$ cat src/rtl/rf_writeback_buffer_if.sv
`default_nettype none
// ============================================================================
//  Module      : rf_writeback_buffer_if
//  Description : Producer/consumer bundle for the register-file write-back
//                buffer: memory-stage and ALU result handshakes, the register
//                file write port, and the two forwarding lookups.
//  Revision    : 1.0 - initial release
// ============================================================================
interface rf_writeback_buffer_if #(
  parameter int N  = 32,
  parameter int AW = 5
);
  logic          mem_valid;
  logic [AW-1:0] mem_rd;
  logic [N-1:0]  mem_data;
  logic          mem_ready;

  logic          alu_valid;
  logic [AW-1:0] alu_rd;
  logic [N-1:0]  alu_data;
  logic          alu_ready;

  logic          rf_we;
  logic [AW-1:0] rf_rd;
  logic [N-1:0]  rf_wdata;

  logic [AW-1:0] q_rs1;
  logic [AW-1:0] q_rs2;
  logic          fwd1_hit;
  logic [N-1:0]  fwd1_data;
  logic          fwd2_hit;
  logic [N-1:0]  fwd2_data;

  // Pipeline side: presents results and lookup addresses.
  modport master (
    output mem_valid, mem_rd, mem_data,
    output alu_valid, alu_rd, alu_data,
    output q_rs1, q_rs2,
    input  mem_ready, alu_ready,
    input  rf_we, rf_rd, rf_wdata,
    input  fwd1_hit, fwd1_data, fwd2_hit, fwd2_data
  );

  // Buffer side: accepts results, drives the write port and forwarding.
  modport slave (
    input  mem_valid, mem_rd, mem_data,
    input  alu_valid, alu_rd, alu_data,
    input  q_rs1, q_rs2,
    output mem_ready, alu_ready,
    output rf_we, rf_rd, rf_wdata,
    output fwd1_hit, fwd1_data, fwd2_hit, fwd2_data
  );
endinterface
`default_nettype wire

$ cat src/rtl/rf_writeback_buffer.sv
`default_nettype none
// ============================================================================
//  Module      : rf_writeback_buffer
//  Description : In-order write-back queue in front of the 32x32 register
//                file. Accepts up to two results per cycle (memory result is
//                the older one), retires one write per cycle, drops writes to
//                x0, and forwards the youngest pending value for two reads.
//  Revision    : 1.0 - initial release
// ============================================================================
module rf_writeback_buffer #(
  parameter int N     = 32,
  parameter int DEPTH = 4,
  parameter int AW    = 5,
  parameter int CW    = 3
) (
  input  wire logic          clk,
  input  wire logic          rst_n,
  rf_writeback_buffer_if.slave wb,
  output logic [CW-1:0]      count,
  output logic               busy
);

  localparam int            c_PW       = (DEPTH > 1) ? $clog2(DEPTH) : 1;
  localparam logic [CW-1:0] c_DEPTH_M1 = CW'(DEPTH - 1);
  localparam logic [CW-1:0] c_DEPTH_M2 = CW'(DEPTH - 2);
  localparam logic [AW-1:0] c_X0       = '0;

  // Queue storage; r_vld marks occupied slots so forwarding never sees
  // stale contents of slots that have already retired.
  logic [AW-1:0]    r_rd   [DEPTH];
  logic [N-1:0]     r_data [DEPTH];
  logic [DEPTH-1:0] r_vld;
  logic [c_PW-1:0]  r_head;
  logic [c_PW-1:0]  r_tail;
  logic [CW-1:0]    r_count;

  logic             w_mem_ready;
  logic             w_alu_ready;
  logic             w_mem_enq;
  logic             w_alu_enq;
  logic             w_pop;
  logic [c_PW-1:0]  w_alu_slot;
  logic [c_PW-1:0]  w_tail_next;
  logic [CW-1:0]    w_count_next;
  logic [DEPTH-1:0] w_vld_next;
  logic [c_PW-1:0]  w_scan_idx;
  logic             w_hit1;
  logic             w_hit2;
  logic [N-1:0]     w_fdata1;
  logic [N-1:0]     w_fdata2;

  // Admission control from the registered count only; the same-cycle pop
  // is not credited. Both readies drop while reset is held.
  always_comb begin
    w_mem_ready = rst_n && (r_count <= c_DEPTH_M1);
    w_alu_ready = rst_n && ((r_count <= c_DEPTH_M2) ||
                            ((r_count <= c_DEPTH_M1) && !wb.mem_valid));
  end

  // Enqueue/pop decisions and next-state pointer/count arithmetic. Writes to
  // x0 complete the handshake but never occupy a slot.
  always_comb begin
    w_mem_enq    = wb.mem_valid && w_mem_ready && (wb.mem_rd != c_X0);
    w_alu_enq    = wb.alu_valid && w_alu_ready && (wb.alu_rd != c_X0);
    w_pop        = (r_count != '0);
    w_alu_slot   = r_tail + c_PW'(w_mem_enq);
    w_tail_next  = w_alu_slot + c_PW'(w_alu_enq);
    w_count_next = r_count + CW'(w_mem_enq) + CW'(w_alu_enq) - CW'(w_pop);
    w_vld_next   = r_vld;
    if (w_pop) begin
      w_vld_next[r_head] = 1'b0;
    end
    if (w_mem_enq) begin
      w_vld_next[r_tail] = 1'b1;
    end
    if (w_alu_enq) begin
      w_vld_next[w_alu_slot] = 1'b1;
    end
  end

  // Pointer, count and occupancy state; reset discards every pending entry.
  always_ff @(posedge clk or negedge rst_n) begin
    if (!rst_n) begin
      r_head  <= '0;
      r_tail  <= '0;
      r_count <= '0;
      r_vld   <= '0;
    end else begin
      r_head  <= w_pop ? (r_head + c_PW'(1)) : r_head;
      r_tail  <= w_tail_next;
      r_count <= w_count_next;
      r_vld   <= w_vld_next;
    end
  end

  // Payload storage; the memory result lands first so it retires first.
  always_ff @(posedge clk) begin
    if (w_mem_enq) begin
      r_rd[r_tail]   <= wb.mem_rd;
      r_data[r_tail] <= wb.mem_data;
    end
    if (w_alu_enq) begin
      r_rd[w_alu_slot]   <= wb.alu_rd;
      r_data[w_alu_slot] <= wb.alu_data;
    end
  end

  // Forwarding scan from oldest to youngest so later matches overwrite
  // earlier ones; the head being written this cycle is still searched.
  always_comb begin
    w_scan_idx = '0;
    w_hit1     = 1'b0;
    w_hit2     = 1'b0;
    w_fdata1   = '0;
    w_fdata2   = '0;
    for (int i = 0; i < DEPTH; i++) begin
      w_scan_idx = r_head + c_PW'(i);
      if (r_vld[w_scan_idx] && (wb.q_rs1 != c_X0) &&
          (r_rd[w_scan_idx] == wb.q_rs1)) begin
        w_hit1   = 1'b1;
        w_fdata1 = r_data[w_scan_idx];
      end
      if (r_vld[w_scan_idx] && (wb.q_rs2 != c_X0) &&
          (r_rd[w_scan_idx] == wb.q_rs2)) begin
        w_hit2   = 1'b1;
        w_fdata2 = r_data[w_scan_idx];
      end
    end
  end

  assign wb.mem_ready = w_mem_ready;
  assign wb.alu_ready = w_alu_ready;

  // The register file writes the head every cycle the queue is non-empty.
  assign wb.rf_we     = w_pop;
  assign wb.rf_rd     = w_pop ? r_rd[r_head]   : '0;
  assign wb.rf_wdata  = w_pop ? r_data[r_head] : '0;

  assign wb.fwd1_hit  = w_hit1;
  assign wb.fwd1_data = w_fdata1;
  assign wb.fwd2_hit  = w_hit2;
  assign wb.fwd2_data = w_fdata2;

  assign count = r_count;
  assign busy  = w_pop;

endmodule
`default_nettype wire
$ cat src/flat_wrapper.sv
// flat-port wrapper written by rule: the top's interface ports become plain ports
module rf_writeback_buffer_flat 
#(
  parameter int N     = 32,
  parameter int DEPTH = 4,
  parameter int AW    = 5,
  parameter int CW    = 3
)
  (clk, rst_n, count, busy, wb_mem_valid, wb_mem_rd, wb_mem_data, wb_alu_valid, wb_alu_rd, wb_alu_data, wb_q_rs1, wb_q_rs2, wb_mem_ready, wb_alu_ready, wb_rf_we, wb_rf_rd, wb_rf_wdata, wb_fwd1_hit, wb_fwd1_data, wb_fwd2_hit, wb_fwd2_data);
  rf_writeback_buffer_if #(.N(N), .AW(AW)) wb_i ();
  input  wire logic clk;
  input  wire logic rst_n;
  output logic [CW-1:0] count;
  output logic busy;
  input wire logic [$bits(wb_i.mem_valid)-1:0] wb_mem_valid;
  input wire logic [$bits(wb_i.mem_rd)-1:0] wb_mem_rd;
  input wire logic [$bits(wb_i.mem_data)-1:0] wb_mem_data;
  input wire logic [$bits(wb_i.alu_valid)-1:0] wb_alu_valid;
  input wire logic [$bits(wb_i.alu_rd)-1:0] wb_alu_rd;
  input wire logic [$bits(wb_i.alu_data)-1:0] wb_alu_data;
  input wire logic [$bits(wb_i.q_rs1)-1:0] wb_q_rs1;
  input wire logic [$bits(wb_i.q_rs2)-1:0] wb_q_rs2;
  output wire logic [$bits(wb_i.mem_ready)-1:0] wb_mem_ready;
  output wire logic [$bits(wb_i.alu_ready)-1:0] wb_alu_ready;
  output wire logic [$bits(wb_i.rf_we)-1:0] wb_rf_we;
  output wire logic [$bits(wb_i.rf_rd)-1:0] wb_rf_rd;
  output wire logic [$bits(wb_i.rf_wdata)-1:0] wb_rf_wdata;
  output wire logic [$bits(wb_i.fwd1_hit)-1:0] wb_fwd1_hit;
  output wire logic [$bits(wb_i.fwd1_data)-1:0] wb_fwd1_data;
  output wire logic [$bits(wb_i.fwd2_hit)-1:0] wb_fwd2_hit;
  output wire logic [$bits(wb_i.fwd2_data)-1:0] wb_fwd2_data;
  assign wb_i.mem_valid = wb_mem_valid;
  assign wb_i.mem_rd = wb_mem_rd;
  assign wb_i.mem_data = wb_mem_data;
  assign wb_i.alu_valid = wb_alu_valid;
  assign wb_i.alu_rd = wb_alu_rd;
  assign wb_i.alu_data = wb_alu_data;
  assign wb_i.q_rs1 = wb_q_rs1;
  assign wb_i.q_rs2 = wb_q_rs2;
  assign wb_mem_ready = wb_i.mem_ready;
  assign wb_alu_ready = wb_i.alu_ready;
  assign wb_rf_we = wb_i.rf_we;
  assign wb_rf_rd = wb_i.rf_rd;
  assign wb_rf_wdata = wb_i.rf_wdata;
  assign wb_fwd1_hit = wb_i.fwd1_hit;
  assign wb_fwd1_data = wb_i.fwd1_data;
  assign wb_fwd2_hit = wb_i.fwd2_hit;
  assign wb_fwd2_data = wb_i.fwd2_data;
  rf_writeback_buffer #(.N(N), .DEPTH(DEPTH), .AW(AW), .CW(CW)) u_core (.clk(clk), .rst_n(rst_n), .wb(wb_i), .count(count), .busy(busy));
endmodule
$ cat config.mk
export PLATFORM = sky130hd
export DESIGN_NAME = rf_writeback_buffer_flat
export DESIGN_NICKNAME = d
export VERILOG_FILES = /design/src/rtl/rf_writeback_buffer_if.sv /design/src/rtl/rf_writeback_buffer.sv /design/src/flat_wrapper.sv
export SDC_FILE = /design/constraint.sdc
export NUM_CORES = 1
export LEC_CHECK = 0
export ABC_AREA = 0
export CORE_UTILIZATION = 55
export CTS_CLUSTER_SIZE = 12
export DETAILED_ROUTE_END_ITERATION = 10
export PLACE_DENSITY = 0.81
export SETUP_SLACK_MARGIN = 0.5
export SLEW_MARGIN = 30
export SYNTH_ARGS = -nofsm -noshare
export SYNTH_HDL_FRONTEND = slang
export SYNTH_SLANG_ARGS = --single-unit
$ cat constraint.sdc
create_clock -name clk -period 6.2 [get_ports clk]
set_input_delay 1.24 -clock clk [delete_from_list [all_inputs] [get_ports clk]]
set_output_delay 1.24 -clock clk [all_outputs]
set_load 0.05 [all_outputs]
## Word-level counts from Yosys, hierarchy flattened

Memories as Yosys holds them, arrays and structs flattened.
Index checks and enable logic that the tools add are counted.

| cells by class | value |
|---|---|
| reductions and logical operators | 33 |
| equality and inequality tests | 8 |
| multiply operators | 0 |
| divide/modulo/power cells | 0 |
| multiplexer cells | 39 |
| shift-type cells | 0 |
| order comparisons | 11 |
| add/sub/neg operators | 8 |
| bitwise logic cells | 4 |

Operators by type and width:

| cell | number |
|---|---|
| two-way mux 32 bit | 9 |
| == test 5 bit | 8 |
| logical AND 1 bit | 26 |
| nonzero test 5 bit | 4 |
| two-way mux 1 bit | 19 |
| < comparator 2 x 3 -> 1 bit, second input constant | 6 |
| two-way mux 4 bit | 3 |
| binary-select mux 1 bit (select 2 bit) | 4 |
| bitwise OR 4 bit | 2 |
| adder 3 x 1 -> 3 bit | 2 |
| demux 1 bit (select 2 bit) | 3 |
| >= comparator 2 x 1 -> 1 bit, second input constant | 3 |
| <= comparator 3 x 2 -> 1 bit, second input constant | 2 |
| two-way mux 5 bit | 1 |
| adder 2 x 1 -> 2 bit | 2 |
| adder 2 bit, second input constant | 2 |
| AND 4 bit | 1 |
| NOT 4 bit | 1 |
| nonzero test 3 bit | 1 |
| subtractor 3 x 1 -> 3 bit | 1 |
| adder 2 x 1 -> 2 bit, second input constant | 1 |
| logical NOT 1 bit | 1 |
| logical OR 1 bit | 1 |

| storage, ports and cells | value |
|---|---|
| memories | 2 |
| bits in latches | 0 |
| memory bits (writable) | 148 |
| ROM bits | 0 |
| output and inout bits | 110 |
| input bits | 88 |
| register bits after elaboration | 11 |

Memories:

| memory | words | width | read ports | clocked after Yosys merged registers in | wr ports | RTL line | source |
|---|---|---|---|---|---|---|---|
| u_core.r_data | 4 | 32 | 4 | 0 | 2 | rf_writeback_buffer.sv:31 | `logic [N-1:0] r_data [DEPTH];` |
| u_core.r_rd | 4 | 5 | 4 | 0 | 2 | rf_writeback_buffer.sv:30 | `logic [AW-1:0] r_rd [DEPTH];` |

## Logic depth before layout (Yosys ltp)

| depth | value |
|---|---|
| word-level depth | 11 |
| gate-level depth with buffers | 17 |
| mapped depth without buffers | 11 |

## Worst setup path after synthesis

No wires, ideal clock.

| path | value |
|---|---|
| path type | register -> output |
| from | register u_core.r_head[1] |
| to | output port wb_fwd1_data[4] |
| path slack | 0.126 ns |
| buffers on the path | 6 |
| arrival time | 4.834 ns |
| cell stages (with the launch flop) | 15 |
| data required time | 4.960 ns |
| cell sequence | dfrtp_1 -> clkbuf_1 -> buf_2 -> buf_1 -> buf_1 -> inv_1 -> ha_1 -> buf_6 -> mux4_2 -> xor2_1 -> nor4_4 -> and2_1 -> buf_2 -> a221oi_1 -> o21ai_0 |

| on the way | value |
|---|---|
| word-level cells in the longest chain between the ends | 8 |
| elaborated cells between the ends (all ways) | 29 |
| classes of those cells | add/sub (3); eq/ne (4); mux (12); reduce/logical (8); memory (2) |

RTL lines:

| what | RTL line | source |
|---|---|---|
| start: declaration | rf_writeback_buffer.sv:33 | `logic [c_PW-1:0] r_head;` |
| start signal: assignment | rf_writeback_buffer.sv:89 | `r_head <= w_pop ? (r_head + c_PW'(1)) : r_head;` |
| parallel branches: the longest is 7 deep, another holds memory read (4 x 5 bit) | - |  |
| two-way mux 32 bit * | rf_writeback_buffer.sv:118 | `if (r_vld[w_scan_idx] && (wb.q_rs1 != c_X0) &&` |
| end: declaration | flat_wrapper.sv:29 | `output wire logic [$bits(wb_i.fwd1_data)-1:0] wb_fwd1_data;` |

Every way passes the cells marked *. The select of a mux whose other input is x is not followed.

## Worst setup path after layout

| path | value |
|---|---|
| from | register u_core.r_head[0] |
| to | output port wb_fwd1_data[0] |

| on the way | value |
|---|---|
| elaborated cells between the ends (all ways) | 29 |
| classes of those cells | add/sub (3); eq/ne (4); mux (12); reduce/logical (8); memory (2) |

RTL lines:

| what | RTL line | source |
|---|---|---|
| adder 2 bit * | rf_writeback_buffer.sv:117 | `w_scan_idx = r_head + c_PW'(i);` |
| via u_core.w_scan_idx[0] | rf_writeback_buffer.sv:46 | `logic [c_PW-1:0] w_scan_idx;` |
| parallel branches: the longest is 4 deep, another holds memory read (4 x 5 bit) | - |  |
| two-way mux 32 bit * | rf_writeback_buffer.sv:118 |  |

Mark *: on every way through the listed nets, which the timed path passes. The select of a mux whose other input is x is not followed.

==> results.yml <==
synth:
  synth_cells: 1007
  ys.flop_type: "edfxtp_1"
  synth_edf_count: 148
  ys_seq_area_share_pct: 35.7
  netlist_top_cells_area: "edfxtp_1, mux4_2, mux2_2"
  syn_area_per_cell_um2: 13.1
  synth-seq-cells: 159
  yosysUniqueCellTypes: 55
  ys_warn_count: 0
  syn_area_um2: 13200
  yosysTopAreaCellShare_pct: 33.6
  ys_async_sr_fraction_pct: 6.92
  synth_fp_nets: 1106
  synth_top_area_cell: "edfxtp_1"
clock_network:
  h-tree-depth: 4
  cts_root_buffer: "clkbuf_16"
  numCtsBuffers: 17
  post_cts_buffers: 0
  cts-resized-gates: 1
  cts_buffer_depth: 2
  cts_sinks: 159
  ctsHoldBuffers: 0
  clkTransAtPathRegs_ns: 0.07
  cts_tree: "yes"
  clock_latency_ns: 0.45
setup_path:
  r2r-end: "u_core.r_data[3][26]$_DFFE_PP_"
  crit_slowest_cell: "mux4_2"
  timing.critical_path.buf_inv: 4
  cp_cell_sequence: "inv_1 > ha_4 > mux4_2 > xor2_1 > nor4_4 > buf_4 > and2_1 > buf_4 > a221oi_1 > o22ai_2 > buf_12"
  crit_start: "u_core.r_head[0]$_DFFE_PN0N_"
  crit_required_ns: 4.96
  start_kind: "flip-flop"
  reg2reg_from: "u_core.count[2]$_DFF_PN0_"
  arrival_ns: 4.27
  cpLargestDelayFamily: "buffers and inverters"
  endpoint_kind: "output pin"
  critical_path_depth: 11
  cpMostUsedCell: "buf_4"
  r2r_setup_slack_ns: 2.46
  critPathMaxStageDelay_ns: 0.59
  criticalPathCategory: "flip-flop to output pin"
  endpoint: "wb_fwd1_data[0]"
  reg2regPathDepth: 11
  cp_max_fo: 18
floorplanning:
  io_pins: 198
  fp.dieH_um: 157
  core_um2: 23500
  die_width_um: 157
  rows: 56
  die-area_um2: 24700
  start_util_pct: 56.2
timing:
  fin_crit_sh_pct: 88.8
  fmax_ghz: 0.182
  hold_viol_final: 0
  tns_ns: 0
  clock_skew_ns: 0.00720
  setup_slack_ns: 0.693
  period_minus_slack_ns: 5.51
  maxSlewViolCount: 0
  timing.slew.headroom_pct: 30.7
  setup_viol_count_final: 0
  worst_pin_slew_ns: 1.04
  rsz0062_at_grt: "no"
grt:
  antenna_found_initial: 2
  grt_max_degree: 154
  grt_use_total_pct: 33.2
  grt_busiest_layer: "met2"
  grt_use_met2_pct: 54.1
  overflow: 0
  globalRouteMet3Util_pct: 7.21
  grt_util_met1_pct: 42.9
  grt_pass1_wl_um: 60400
  grt_pass1_vias: 10532
placement:
  placed_cell_area_um2: 16100
  hpwlAfterDp_um: 24600
  dp_worst_setup_slack_ns: 0.958
  portBuffers: 197
  place.gp.congestion: 0.850
drt:
  via_count: 10577
  wirelength_um: 39700
  first_pass_iters: 5
  routed_via_density: 7.14
  route.detailed.drc: 0
  wl_per_cell_um: 26.8
  ant_nets: 0
  drt_iter0_markers: 1241
final_layout:
  drive_gt1_share_pct: 41.0
  finish.utilization_pct: 71.1
  nets: 1246
  final_area_um2: 16700
  area_growth_pct: 26.6
power_and_ir_drop:
  p_leak_nw: 5.46
  power_density_nw_per_um2: 509
  ir_worst_vdd_mv: 0.395
run_status:
  status: "complete, no violations"
min_path:
  hp-class: "flip-flop to flip-flop"
flow_run:
  max_cap_violations: 0
[synth_stat cells, types with 14 or more instances]
library cell,count
a221oi_1,27
buf_2,26
clkbuf_1,57
edfxtp_1,148
inv_1,14
mux2_2,151
mux2i_1,31
mux4_2,150
nand2_1,97
nor2b_1,36
o21ai_0,38
o21ai_1,22
o221ai_1,29
xnor2_1,34
[power breakdown]
group / leakage, nW / switching (W) / total (W) / internal [W]
registers: 1.48 / 0.000184 / 0.00162 / 0.00144
clock network: 0.276 / 0.000484 / 0.00105 / 0.000564
logic: 3.71 / 0.00326 / 0.00585 / 0.00259
[final cells by class]
type / instances / area (um^2)
clock buffer: 17 / 425
inverter: 14 / 52.6
antenna: 2 / 5.00
sequential: 159 / 4730
clock inverter: 15 / 148
timing repair buffer: 223 / 2840
fill: 1577 / 6790
tap: 319 / 399
multi-input combinational: 732 / 8160
[worst register-to-register path: stages (launching register included)]
cell and delay, ns:
dfrtp_1 0.44, inv_1 0.12, ha_1 0.14, nand2_1 0.05, o21ai_0 0.26, or2_2 0.23
inv_1 0.09, ha_1 0.19, xnor2_1 0.21, and3b_2 0.67, a31o_2 0.43, buf_4 0.54
[per-layer routing]
layer	share of wire [%]	vias to the layer above
li1	-	4379
met1	36	5281
met2	49	785
met3	12	130
met4	3.8	2
met5	0.030	-
[stage by stage]
stage | cells | power [W] | hold slack [ns]
floorplan | 1007 | 0.00580 | 0.506
global placement | 1445 | 0.00731 | 0.540
detailed placement | 1445 | 0.00740 | 0.547
CTS | 1478 | 0.00847 | 0.599
global route | 1480 | 0.00890 | 0.648
finish | 1481 | 0.00852 | 0.627
[layout by cell type (no fill, tap or decap), types with 7 or more instances in the layout]
cell type        netlist  final
o21ai_0               38     34
dfrtp_1               11      9
xnor2_1               34     34
buf_12                 0     63
a221oi_1              27     27
clkbuf_16              0     17
inv_6                  0      7
nor2b_1               36     36
o221ai_1              29     29
ha_1                   9      8
o21ai_2                0     21
mux4_2               150    150
xor2_1                10     10
buf_4                  3     25
clkdlybuf4s50_1        0    131
nand2_1               97     97
nor2_1                12      9
mux2_2               151    151
inv_1                 14     14
mux2i_1               31     31
edfxtp_1             148    148
nand3_1                7      7
[flip-flops by register name, summed over array words and instances (netlist names)]
register / count
u_core.r_rd: 20
u_core.r_data: 128
u_core.count: 3
u_core.r_head: 2
u_core.r_vld: 4
u_core.r_tail: 2
[worst min path at each step]
| stage | from | to | slack [ns] | depth (start not counted) |
|---|---|---|---|---|
| detailed placement | u_core.r_vld[0]$_DFF_PN0_ | u_core.r_vld[0]$_DFF_PN0_ | 0.55 | 1 |
| finish | u_core.r_vld[0]$_DFF_PN0_ | u_core.r_vld[0]$_DFF_PN0_ | 0.63 | 1 |
| global route | u_core.r_vld[0]$_DFF_PN0_ | u_core.r_vld[0]$_DFF_PN0_ | 0.65 | 1 |
| CTS | u_core.r_vld[0]$_DFF_PN0_ | u_core.r_vld[0]$_DFF_PN0_ | 0.60 | 1 |
| floorplan | u_core.r_vld[0]$_DFF_PN0_ | u_core.r_vld[0]$_DFF_PN0_ | 0.51 | 1 |
| global placement | u_core.r_vld[0]$_DFF_PN0_ | u_core.r_vld[0]$_DFF_PN0_ | 0.54 | 1 |
[cell families after synthesis]
family / synth area share (%)
adders and majority gates: 1.15
DFF: 35.7
AOI/OAI and AO/OA: 8.24
muxes: 40.7
and+or+nand+nor: 7.22
buffers and inverters: 4.05
xor gates and xnor gates: 2.91
No activity file was read; power rests on OpenSTA's default activity.
==> RTL change 1, RTL diff (same settings) <==
Put one more register stage on the output `count`, cleared by the reset. The value now appears one clock later. The other outputs are not delayed to match. Comments in the files are not updated.
--- a/src/rtl/rf_writeback_buffer.sv
+++ b/src/rtl/rf_writeback_buffer.sv
@@ -142,5 +142,11 @@
   assign wb.fwd2_data = w_fdata2;
 
-  assign count = r_count;
+  always_ff @(posedge clk or negedge rst_n) begin
+    if (!rst_n) begin
+      count <= '0;
+    end else begin
+      count <= r_count;
+    end
+  end
   assign busy  = w_pop;
 
Function: changed (a bounded check fails within 4 cycles, from zero or initial values and one cycle with rst_n low).
==> RTL change 1 against the original RTL <==
  * Sequential share of layout area is 0.42 points higher
  * Wire length is 0.43% lower
  * Combinational power is 3% higher
  * Area after synthesis is 0.79% lower
  * Clock skew is 0.0048 ns higher
  * Final area is 0.10% higher
  * Setup slack worse by 0.027 ns
  * Worst hold slack worse by 0.20 ns
  * Total power is 1.9% higher
  * Sequential cell count is 3 higher
  * Critical endpoint is now wb_fwd2_data[21]
  * Largest power group unchanged
==> RTL change 1: results (changes against the original RTL) <==
Placed design
  • Routability cong.: 0.977 (+15%)
  • Post-DP HPWL: 25,500 um (+3.5%)
  • DP Area: 16,100 um2 (about the same)

Power
  • Maximum VDD drop: 0.000336 V (-15%)
  • Sw power: 3.98 mW (+1.4%)
  • Leak: 5.47 nW (about the same)

Layout
  • NumNets Final: 1,201 (-3.6%)

Global routing
  • GRT Util Overall: 0.333 (+0.000956)
  • Vias in the first global route: 10,300 (-2.4%)
  • First-pass GRT wire length: 60,000 um (-0.57%)

Worst setup path
  • Worst path arrival time: 4.29 ns (+0.02 ns)
  • Worst r2r src: u_core.r_count[2]$_DFF_PN0_
  • Worst R2R End: u_core.r_data[1][18]$_DFFE_PP_
  • FF-to-FF setup slack: 2.26 ns (-0.20 ns)

Timing
  • Final hold slack: 0.431 ns (-0.196 ns)
  • Clk_skew: 0.0120 ns (+0.00478 ns)
  • Slew HR: 0.365 (+0.0584)

Synth
  • Adder-cell area share of the yosys netlist: 0.0116 (+0.0000924)
  • Top post-synthesis cells by count: mux2_2 (152), mux4_2 (150), edfxtp_1 (148), clkbuf_1 (52), mux2i_1 (47)
  • FFs w/ async S/R, synth: 0.0864 (+0.0172)
  • XOR/XNOR share of the synthesized area: 0.0280 (-0.00110)
  • EDFF count, synth: 148 (unchanged)
  • Multiplexer share of the synthesized area: 0.424 (+0.0163)
  • Mapped Nets: 1,043 (-5.7%)
  • Seq/Total Area, Yosys: 0.365 (+0.00858)
  • Largest cells by area after synthesis: edfxtp_1 (34%), mux4_2 (26%), mux2_2 (13%)
  • Compound-Gate Fraction of Synth Area: 0.0836 (+0.00123)

Route
  • Drt pass-1 iters: 6 (+1)
  • DRT Wirelength: 39,500 um (-0.43%)
  • DR iter-0 viols: 1,019 (-18%)
  • Via count: 10,100 (-4.5%)

Hold path
  • Cells on Worst Hold Path: 0 (-1)
  • Hold Path End: u_core.count[0]$_DFF_PN0_
  • Worst Hold Launch: u_core.r_count[0]$_DFF_PN0_

Outcome
  • Outcome: finished, final reports clean
## RTL change 1: cell types whose count changed in the layout (fill, tap and decap cells not counted), moves of 18 or more
cell,delta
o21ai_0,-18
and2_1,+35
o21ai_2,-21
a22oi_1,+40
o221ai_1,-29
nor2b_1,-35
o21ai_1,+24
nand2_1,-80
## RTL change 1: metrics by stage
stage / power (mW) / worst slack, ns / instances / utilization
final: 8.68 / 0.666 / 1435 / 0.716
after global routing: 9.05 / 0.491 / 1435 / 0.716
after CTS: 8.65 / 0.452 / 1432 / 0.716
after detailed placement: 7.54 / 0.653 / 1397 / 0.689
after global placement: 7.46 / 0.715 / 1397 / 0.688
after floorplan: 5.89 / 0.133 / 944 / -
## RTL change 1: cell type report
class | instances | area, um2
multi-input cells | 670 | 7990
fillers | 1571 | 6640
flip-flops and latches | 162 | 4800
repair buffers | 229 | 2930
clock buffers | 17 | 425
well taps | 319 | 399
clock inverters | 14 | 133
inverters | 22 | 82.6
diodes | 2 | 5.00
## RTL change 1: cell families (layout without fill, tap and decap cells)
group,after synthesis,after routing
flops,162,162
mux,349,349
buf+inv,112,282
fa+ha+maj,11,11
simple gates,120,120
compound gates,148,148
other cells,0,2
xor+xnor,42,42
## RTL change 1: repair_timing
item | in CTS | in global routing
pin swaps | 2 | 2
endpoints found under the setup margin | 41 | 60
cloned | 1 | 0
gates resized for setup | 2 | 4
setup buffers | 3 | 1
## RTL change 1: per-layer routing
layer | track usage | wire, um
met1 | 0.414 | 14500
met2 | 0.550 | 19400
met3 | 0.0684 | 3920
met4 | 0.177 | 1700
met5 | 0 | 0
## RTL change 1: power by group through the flow
stage / Sequential [mW] / Clock (mW) / Combinational (mW)
3_3_place_gp: 1.66 / 0 / 5.80
6_report: 1.66 / 1.01 / 6.01
4_1_cts: 1.67 / 1.01 / 5.97
2_1_floorplan: 1.63 / 0 / 4.26
5_1_grt: 1.69 / 1.05 / 6.31
3_5_place_dp: 1.68 / 0 / 5.86
## RTL change 1: worst max-delay path by stage
stage                             to  cells after the start  slack, ns
floorplan           wb_fwd2_data[13]                     14       0.13
global placement     wb_fwd2_data[4]                      9       0.71
detailed placement   wb_fwd2_data[7]                      9       0.65
CTS                 wb_fwd2_data[11]                     10       0.45
global route        wb_fwd2_data[13]                     11       0.49
finish              wb_fwd2_data[21]                     11       0.67
==> RTL change 2, RTL diff (config.mk and constraints unchanged) <==
Without the edit above. `N` is set to 32 in 3 places; all go to 48.
--- a/src/rtl/rf_writeback_buffer_if.sv
+++ b/src/rtl/rf_writeback_buffer_if.sv
@@ -8,5 +8,5 @@
 // ============================================================================
 interface rf_writeback_buffer_if #(
-  parameter int N  = 32,
+  parameter int N  = 48,
   parameter int AW = 5
 );
--- a/src/rtl/rf_writeback_buffer.sv
+++ b/src/rtl/rf_writeback_buffer.sv
@@ -9,5 +9,5 @@
 // ============================================================================
 module rf_writeback_buffer #(
-  parameter int N     = 32,
+  parameter int N     = 48,
   parameter int DEPTH = 4,
   parameter int AW    = 5,
--- a/src/flat_wrapper.sv
+++ b/src/flat_wrapper.sv
@@ -2,5 +2,5 @@
 module rf_writeback_buffer_flat 
 #(
-  parameter int N     = 32,
+  parameter int N     = 48,
   parameter int DEPTH = 4,
   parameter int AW    = 5,
Interface: changed (5 resized); port bits go from 198 to 278. No check against the original RTL was run, so the function may have changed too.
==> RTL change 2 against the original RTL <==
  * Total power increased by 44%
  * Sequential share of layout area down 0.21 points
  * Wire length up 42%
  * Register-to-register slack got worse by 0.07 ns
  * Setup slack got worse by 0.034 ns
  * Combinational power grew 46%
  * Die area grew 41%
  * Area after synthesis up 41%
  * Final area increased by 42%
  * Sequential power up 38%
  * Global-route usage fell by 1.2 points
  * Sequential cell count grew 64
  * Critical path type is now input pin to output port
  * Largest power group unchanged
==> RTL change 2: results (changes against the original RTL) <==
Synth
  • Instance count of the mapped netlist: 1,537 (+53%)
  • Seq/Total Area, Yosys: 0.355 (-0.00173)
  • Adder-cell area share of the yosys netlist: 0.00816 (-0.00338)
  • EDFF count, synth: 212 (+43%)
  • Multiplexer share of the synthesized area: 0.383 (-0.0248)
  • Top post-synthesis cells by count: mux2_2 (251), edfxtp_1 (212), nand2_1 (164), mux2i_1 (158), mux4_2 (122)
  • XOR/XNOR share of the synthesized area: 0.0246 (-0.00452)
  • Mapped Nets: 1,668 (+51%)
  • FFs w/ async S/R, synth: 0.0493 (-0.0199)
  • Largest cells by area after synthesis: edfxtp_1 (34%), mux2_2 (15%), mux4_2 (15%)
  • Compound-Gate Fraction of Synth Area: 0.0938 (+0.0114)
  • Synth cell types: 52 (-5.5%)

Route
  • Vias per cell: 6.64 (-7.0%)
  • Wl on met1: 21,200 um (+49%)
  • Met3 wire length: 5570 um (+19%)
  • DR WL met2: 27,500 um (+42%)
  • DRT Wirelength: 56,300 um (+42%)
  • DR iter-0 viols: 1,391 (+12%)
  • Via count: 14,700 (+39%)
  • Top layer reached by signal wires: met5

Layout
  • Share of cells above drive strength 1: 0.365 (-0.0454)
  • NumNets Final: 1,873 (+50%)
  • Top flop regs: u_core.r_data (192), u_core.r_rd (20), u_core.r_vld (4)

Clock network
  • PostCTS Resize Cnt: 2 (+1)
  • CTS Buffer Depth: 3 (+1)
  • CTS Buf Count: 27 (+10)
  • Total setup buffers inserted after CTS: 4 (+4)
  • Htree depth: 1 (-3)
  • Clk_lat worst skew: 0.54 ns (+0.09 ns)

Power
  • Sw Share: 0.474 (+0.0130)
  • Leak: 8.06 nW (+48%)
  • Maximum VDD drop: 0.000472 V (+20%)

Timing
  • FMAX: 180 MHz (-0.61%)
  • Final hold slack: 0.579 ns (-0.0479 ns)
  • Clk_skew: 0.00534 ns (-0.00185 ns)
  • Slew HR: 0.363 (+0.0565)

Outcome
  • Outcome: finished, final reports clean

Global routing
  • GRT Util Overall: 0.320 (-0.0117)
  • Antenna violations before repair: 5 (+3)
  • GR met2 Demand/Resource: 0.542 (+0.00145)
  • Largest net degree at the start of global routing: 160 (+3.9%)
  • Met1 Use GR: 0.405 (-0.0247)
  • Met3 usage: 0.0643 (-0.00781)
  • First-pass GRT wire length: 87,400 um (+45%)

Worst setup path
  • Crit path max fanout: 11 (-7)
  • R2R depth: 11 (unchanged)
  • Worst setup path startpoint: wb_q_rs1[1]
  • Worst R2R End: u_core.r_data[1][14]$_DFFE_PP_
  • Worst r2r src: u_core.count[2]$_DFF_PN0_
  • Worst Setup EP: wb_fwd1_data[34]
  • FF-to-FF setup slack: 2.39 ns (-0.07 ns)

Hold path
  • Hold Path End: u_core.r_vld[1]$_DFF_PN0_
  • Worst Hold Launch: u_core.r_vld[1]$_DFF_PN0_

Placed design
  • Post-DP HPWL: 37,000 um (+50%)
  • DP Area: 22,800 um2 (+41%)
  • Port Buffer Count: 277 (+41%)
  • Pre-CTS WS: 0.563 ns (-0.395 ns)
  • Routability cong.: 0.922 (+8.5%)
  • Placed Cells incl. Taps: 2,154 (+49%)
[RTL change 2: area by class of cell]
cell class / instances / area (um2)
clock inverters: 18 / 138
diodes: 8 / 20.0
repair buffers: 318 / 4200
fillers: 2299 / 9800
flip-flops and latches: 223 / 6650
multi-input cells: 1160 / 11400
well taps: 448 / 561
inverters: 12 / 47.5
clock buffers: 31 / 691
[RTL change 2: power by group through the flow]
stage	combinational, mW	sequential [mW]	clock (mW)
after floorplan	6.05	2.20	0
after global placement	8.19	2.23	0
after detailed placement	8.38	2.26	0
after CTS	8.45	2.23	1.51
after global routing	9.01	2.25	1.56
final	8.54	2.23	1.51
[RTL change 2: critical path, stage by stage]
cell and delay, ns:
clkdlybuf4s50_1 0.63, nor3_1 0.29, nand2_1 0.28, and3_1 0.29
o211ai_1 0.34, o211ai_4 0.44, buf_4 0.35, o211ai_2 0.26
buf_12 0.17
